[src/rtl/skew_feed_ctrl.sv]
// Systolic skew feeder: accepts NumLanes-wide vectors and delays lane i by i extra cycles.
// Optional stall counter is built only when SKEW_FEED_STALL_CNT_EN is defined.
module skew_feed_ctrl #(
    parameter int NumLanes  = 4,
    parameter int DataWidth = 8,
    parameter int MaxLen    = 256
) (
    input  logic                            clk_i,
    input  logic                            rst_ni,
    input  logic                            start_i,
    input  logic [$clog2(MaxLen+1)-1:0]     len_i,
    input  logic                            abort_i,
    input  logic                            in_valid_i,
    output logic                            in_ready_o,
    input  logic [NumLanes*DataWidth-1:0]   in_data_i,
    output logic [NumLanes-1:0]             out_valid_o,
    output logic [NumLanes*DataWidth-1:0]   out_data_o,
    output logic                            busy_o,
    output logic                            done_o,
    output logic [31:0]                     stall_cnt_o
);

    localparam int LenW = $clog2(MaxLen + 1);
    localparam int DrnW = $clog2(NumLanes + 1);

    typedef enum logic [1:0] {IDLE, FEED, DRAIN, DONE} state_e;

    state_e            state_q, state_d;
    logic [LenW-1:0]   remain_q, remain_d;
    logic [DrnW-1:0]   drain_q, drain_d;
    logic              accept;

    // Handshake: a beat moves when in_valid_i && in_ready_o; in_ready_o depends on state only.
    assign accept     = in_valid_i && (state_q == FEED);
    assign in_ready_o = (state_q == FEED);
    assign busy_o     = (state_q != IDLE);
    assign done_o     = (state_q == DONE);

    always_comb begin
        state_d  = state_q;
        remain_d = remain_q;
        drain_d  = drain_q;
        case (state_q)
            IDLE: begin
                if (start_i) begin
                    if (len_i != '0) begin
                        remain_d = len_i;
                        state_d  = FEED;
                    end else begin
                        state_d = DONE;
                    end
                end
            end
            FEED: begin
                drain_d = '0;
                if (accept) remain_d = remain_q - LenW'(1);
                if (abort_i || (accept && remain_q == LenW'(1))) state_d = DRAIN;
            end
            DRAIN: begin
                drain_d = drain_q + DrnW'(1);
                if (drain_q == DrnW'(NumLanes - 1)) state_d = DONE;
            end
            DONE:    state_d = IDLE;
            default: state_d = IDLE;
        endcase
    end

    always_ff @(posedge clk_i or negedge rst_ni) begin
        if (!rst_ni) begin
            state_q  <= IDLE;
            remain_q <= '0;
            drain_q  <= '0;
        end else begin
            state_q  <= state_d;
            remain_q <= remain_d;
            drain_q  <= drain_d;
        end
    end

    // Lane l is an (l+1)-stage shift chain; injected data is zero on non-accepted cycles,
    // so an invalid output slot always carries zero data.
    for (genvar l = 0; l < NumLanes; l++) begin : g_lane
        localparam int St  = l + 1;
        localparam int StW = St * DataWidth;

        logic [St-1:0]        vld_q, vld_d;
        logic [StW-1:0]       dat_q, dat_d;
        logic [DataWidth-1:0] inj;

        assign inj = accept ? in_data_i[l*DataWidth +: DataWidth] : '0;

        always_comb begin
            vld_d = St'({vld_q, accept});
            dat_d = StW'({dat_q, inj});
        end

        always_ff @(posedge clk_i or negedge rst_ni) begin
            if (!rst_ni) begin
                vld_q <= '0;
                dat_q <= '0;
            end else begin
                vld_q <= vld_d;
                dat_q <= dat_d;
            end
        end

        assign out_valid_o[l]                        = vld_q[l];
        assign out_data_o[l*DataWidth +: DataWidth]  = dat_q[l*DataWidth +: DataWidth];
    end

`ifdef SKEW_FEED_STALL_CNT_EN
    logic [31:0] stall_q, stall_d;

    always_comb begin
        stall_d = stall_q;
        if (state_q == IDLE && start_i) begin
            stall_d = '0;
        end else if (state_q == FEED && !in_valid_i && stall_q != '1) begin
            stall_d = stall_q + 32'd1;
        end
    end

    always_ff @(posedge clk_i or negedge rst_ni) begin
        if (!rst_ni) stall_q <= '0;
        else         stall_q <= stall_d;
    end

    assign stall_cnt_o = stall_q;
`else
    assign stall_cnt_o = '0;
`endif

endmodule

[config.mk]
export PLATFORM = sky130hd
export DESIGN_NAME = skew_feed_ctrl
export DESIGN_NICKNAME = d
export VERILOG_FILES = /design/src/rtl/skew_feed_ctrl.sv
export SDC_FILE = /design/constraint.sdc
export NUM_CORES = 1
export LEC_CHECK = 0
export CAP_MARGIN = 20
export CORE_UTILIZATION = 50
export DETAILED_ROUTE_END_ITERATION = 10
export PLACE_DENSITY_LB_ADDON = 0.1
export SKIP_CTS_REPAIR_TIMING = 1
export SLEW_MARGIN = 20
export SYNTH_ARGS = -nofsm -noshare
export SYNTH_HDL_FRONTEND = slang
export SYNTH_SLANG_ARGS = --single-unit
[constraint.sdc]
create_clock -name clk_i -period 4.9 [get_ports clk_i]
set_clock_uncertainty 0.2 [all_clocks]
set_input_delay 0.735 -clock clk_i [delete_from_list [all_inputs] [get_ports clk_i]]
set_output_delay 0.735 -clock clk_i [all_outputs]
set_load 0.03 [all_outputs]
==> impl_metrics.ini <==
[cts]
numCtsBuffers = 9
cts-htree-levels = 3
ctsRootBufferMaster = clkbuf_8
clock_path_buffers = 2
path_clk_slew_ns = 0.10
clock-sinks = 98
cts_tree = built
insertion_delay_ns = 0.35

[floorplanning]
rows = 31
ioPinCount = 117
core_area_mm2 = 0.007253
start_util = 0.5149
die_area_mm2 = 0.007819
fp.dieH_um = 88.43
fp.dieW_um = 88.43

[timing]
whs_ns = 0.09969
rsz0062_at_grt = no
hold_viol_final = 0
tightest_slew_ns = 0.9026
tns_ns = 0
fin_crit_sh = 0.6377
min_period_ns = 3.125
max_slew_margin = 0.3964
worst_slack_ns = 1.775
setup_viol = 0
slew_viol_final = 0
fmax_mhz = 320.0

[cells_and_area]
layout_common_cells = dfrtp_1, clkdlybuf4s50_1, and3_1, conb_1
drive_above_1_share = 0.06443
fin_util = 0.6270
final_nets = 406
antenna_cells = 0
final_common_cell = dfrtp_1
fillerInstances = 606
area_delta_synth_final_pct = 21.78

[detailed_routing]
drcViolationCount = 0
post_drt_wl_per_cell_um = 13.12
drt_iter0_markers = 75
via_per_inst = 4.820
drt_first_pass_iters = 4
via_count = 2198
drt_wl_total_um = 5982
drtAntennaViolNets = 0

[synthesis]
synthCells = 292
ys_types = 38
ys_ff_latch = 98
synth-edff-count = 0
synth_top_family_by_area = buffers and inverters
synthMuxAreaShare = 0.002680
yosys.area_share.simple = 0.1206
yosys_warnings = 0
synth_ff_type = dfrtp_1
synth_compound_area_frac = 0.05829
synthesis.area_mm2 = 0.003735
synthAdderAreaFrac = 0.02680
synth-xor-area-share = 0
avgSynthCellArea_um2 = 12.79
synth-seq-area-share = 0.6566
synth-async-reset-ratio = 1.000

[power_and_ir_drop]
power_density_mw_per_mm2 = 475.7
combPwrFrac = 0.306
vdd_drop_max_v = 0.0002798
intPower_w = 0.001400
leakage_nw = 2.239
clockPowerShare = 0.220
p_sw_w = 0.0007630
swShare = 0.3527
seq_power_share = 0.475

[global_route]
track_usage = 0.1730
grt_pass1_wl_um = 9922
antenna_found_initial = 0
grt_pass1_vias = 2089
grt_remaining_overflow = 0
grt_max_degree = 65

[placed_design]
place_congestion = 0.8357
io_buffers = 84
pre_cts_ws_ns = 1.650
dp_hpwl_um = 4140

[worst_setup_path]
cp_data_required_time_ns = 3.96
critPathMaxStageDelay_ns = 0.76
start_kind = flop
r2r_slack_ns = 2.43
path_class = reg2out
worstSetupEndpointType = primary output
slowest_stage = clkdlybuf4s50_1
path_buf_inv = 3
crit_arrival_ns = 2.19
cp_cell_sequence = inv_1 -> ha_1 -> buf_4 -> clkdlybuf4s50_1
cp_max_fo = 58
crit_family = buffers and inverters

[run_status]
status = complete, no violations

[run]
maxCapViolCount = 0

[worst_hold_path]
hold_class = in2async
[through the flow]
| stage | area [um^2] | total power (W) | std cells |
|---|---|---|---|
| floorplan | 3851 | 0.001531 | 323 |
| global placement | 4358 | 0.001686 | 440 |
| detailed placement | 4358 | 0.001708 | 440 |
| CTS | 4548 | 0.002186 | 456 |
| global route | 4548 | 0.002300 | 456 |
| finish | 4548 | 0.002163 | 456 |
[routing by layer]
metal	up-vias	wire length (um)	track usage
met3	8	322	0.04757
met5	-	0	0
li1	1028	-	-
met1	1084	2593	0.2267
met4	0	90	0.07625
met2	78	2975	0.2720
[power by group through the flow]
stage | Clock, W | Combinational [W] | Sequential, W
floorplan | 0 | 0.000491 | 0.00104
finish | 0.000475 | 0.000661 | 0.00103
CTS | 0.000493 | 0.000665 | 0.00103
global route | 0.000523 | 0.000730 | 0.00105
detailed placement | 0 | 0.000664 | 0.00104
global placement | 0 | 0.000649 | 0.00104
[registers in the layout (all words and copies together), names as in the netlist]
name,count
g_lane.vld_q,4
remain_q,9
drain_q,3
state_q,2
g_lane.dat_q,80
[worst paths after layout]
kind,from,endpoint,depth (start not counted)
max,state_q[1],in_ready_o,4
min,rst_ni,g_lane[2].dat_q[19],1
max reg2reg,state_q[1],remain_q[8],7
min reg2reg,g_lane[3].dat_q[0],g_lane[3].dat_q[8],0
max in group asynchronous,rst_ni,g_lane[0].dat_q[4],2
min in group clk_i,g_lane[3].dat_q[0],g_lane[3].dat_q[8],0
[kinds of logic (layout without fill, tap and decap cells)]
| kind of cell | count (synthesis) | after routing |
|---|---|---|
| multiplexers | 1 | 1 |
| buffers and inverters | 76 | 110 |
| AND/OR/NAND/NOR | 74 | 74 |
| adder cells (fa/ha/maj) | 8 | 8 |
| other | 1 | 32 |
| AO/OA/AOI/OAI | 34 | 34 |
| flip-flops | 98 | 98 |
[worst register-to-register path: cells and delay by family (launching register included)]
kind | cells | cell delay, ns
fa+ha+maj | 1 | 0.15
flops | 1 | 0.42
buf+inv | 2 | 0.50
compound gates | 2 | 0.39
simple gates | 2 | 0.76
[final cells by class]
class	count	area, um^2	share of cell area
clock buffers	9	123.9	0.02724
clock inverters	7	66.31	0.01458
inverters	8	30.03	0.006602
multi-input cells	149	898.4	0.1975
flip-flops and latches	98	2452	0.5392
well taps	99	123.9	0.02724
repair buffers	86	853.3	0.1876
[synthesized netlist by cell type, types with 2 or more instances]
library cell,number,area share
a31oi_1,9,0.015
and3_1,32,0.054
and4_1,2,0.0047
nand2b_1,3,0.0050
nor2b_1,3,0.0050
nand3_1,4,0.0054
a21oi_1,6,0.0080
inv_1,8,0.0080
o21ai_0,7,0.0094
buf_4,57,0.11
nor2_1,5,0.0050
o22ai_1,4,0.0067
nand2_1,7,0.0070
or4_1,2,0.0040
clkbuf_1,10,0.010
nand4_1,4,0.0067
nor3_1,2,0.0027
dfrtp_1,98,0.66
ha_1,8,0.027
nor4_1,3,0.0050
Note: power is estimated with default switching activity, not from simulation.
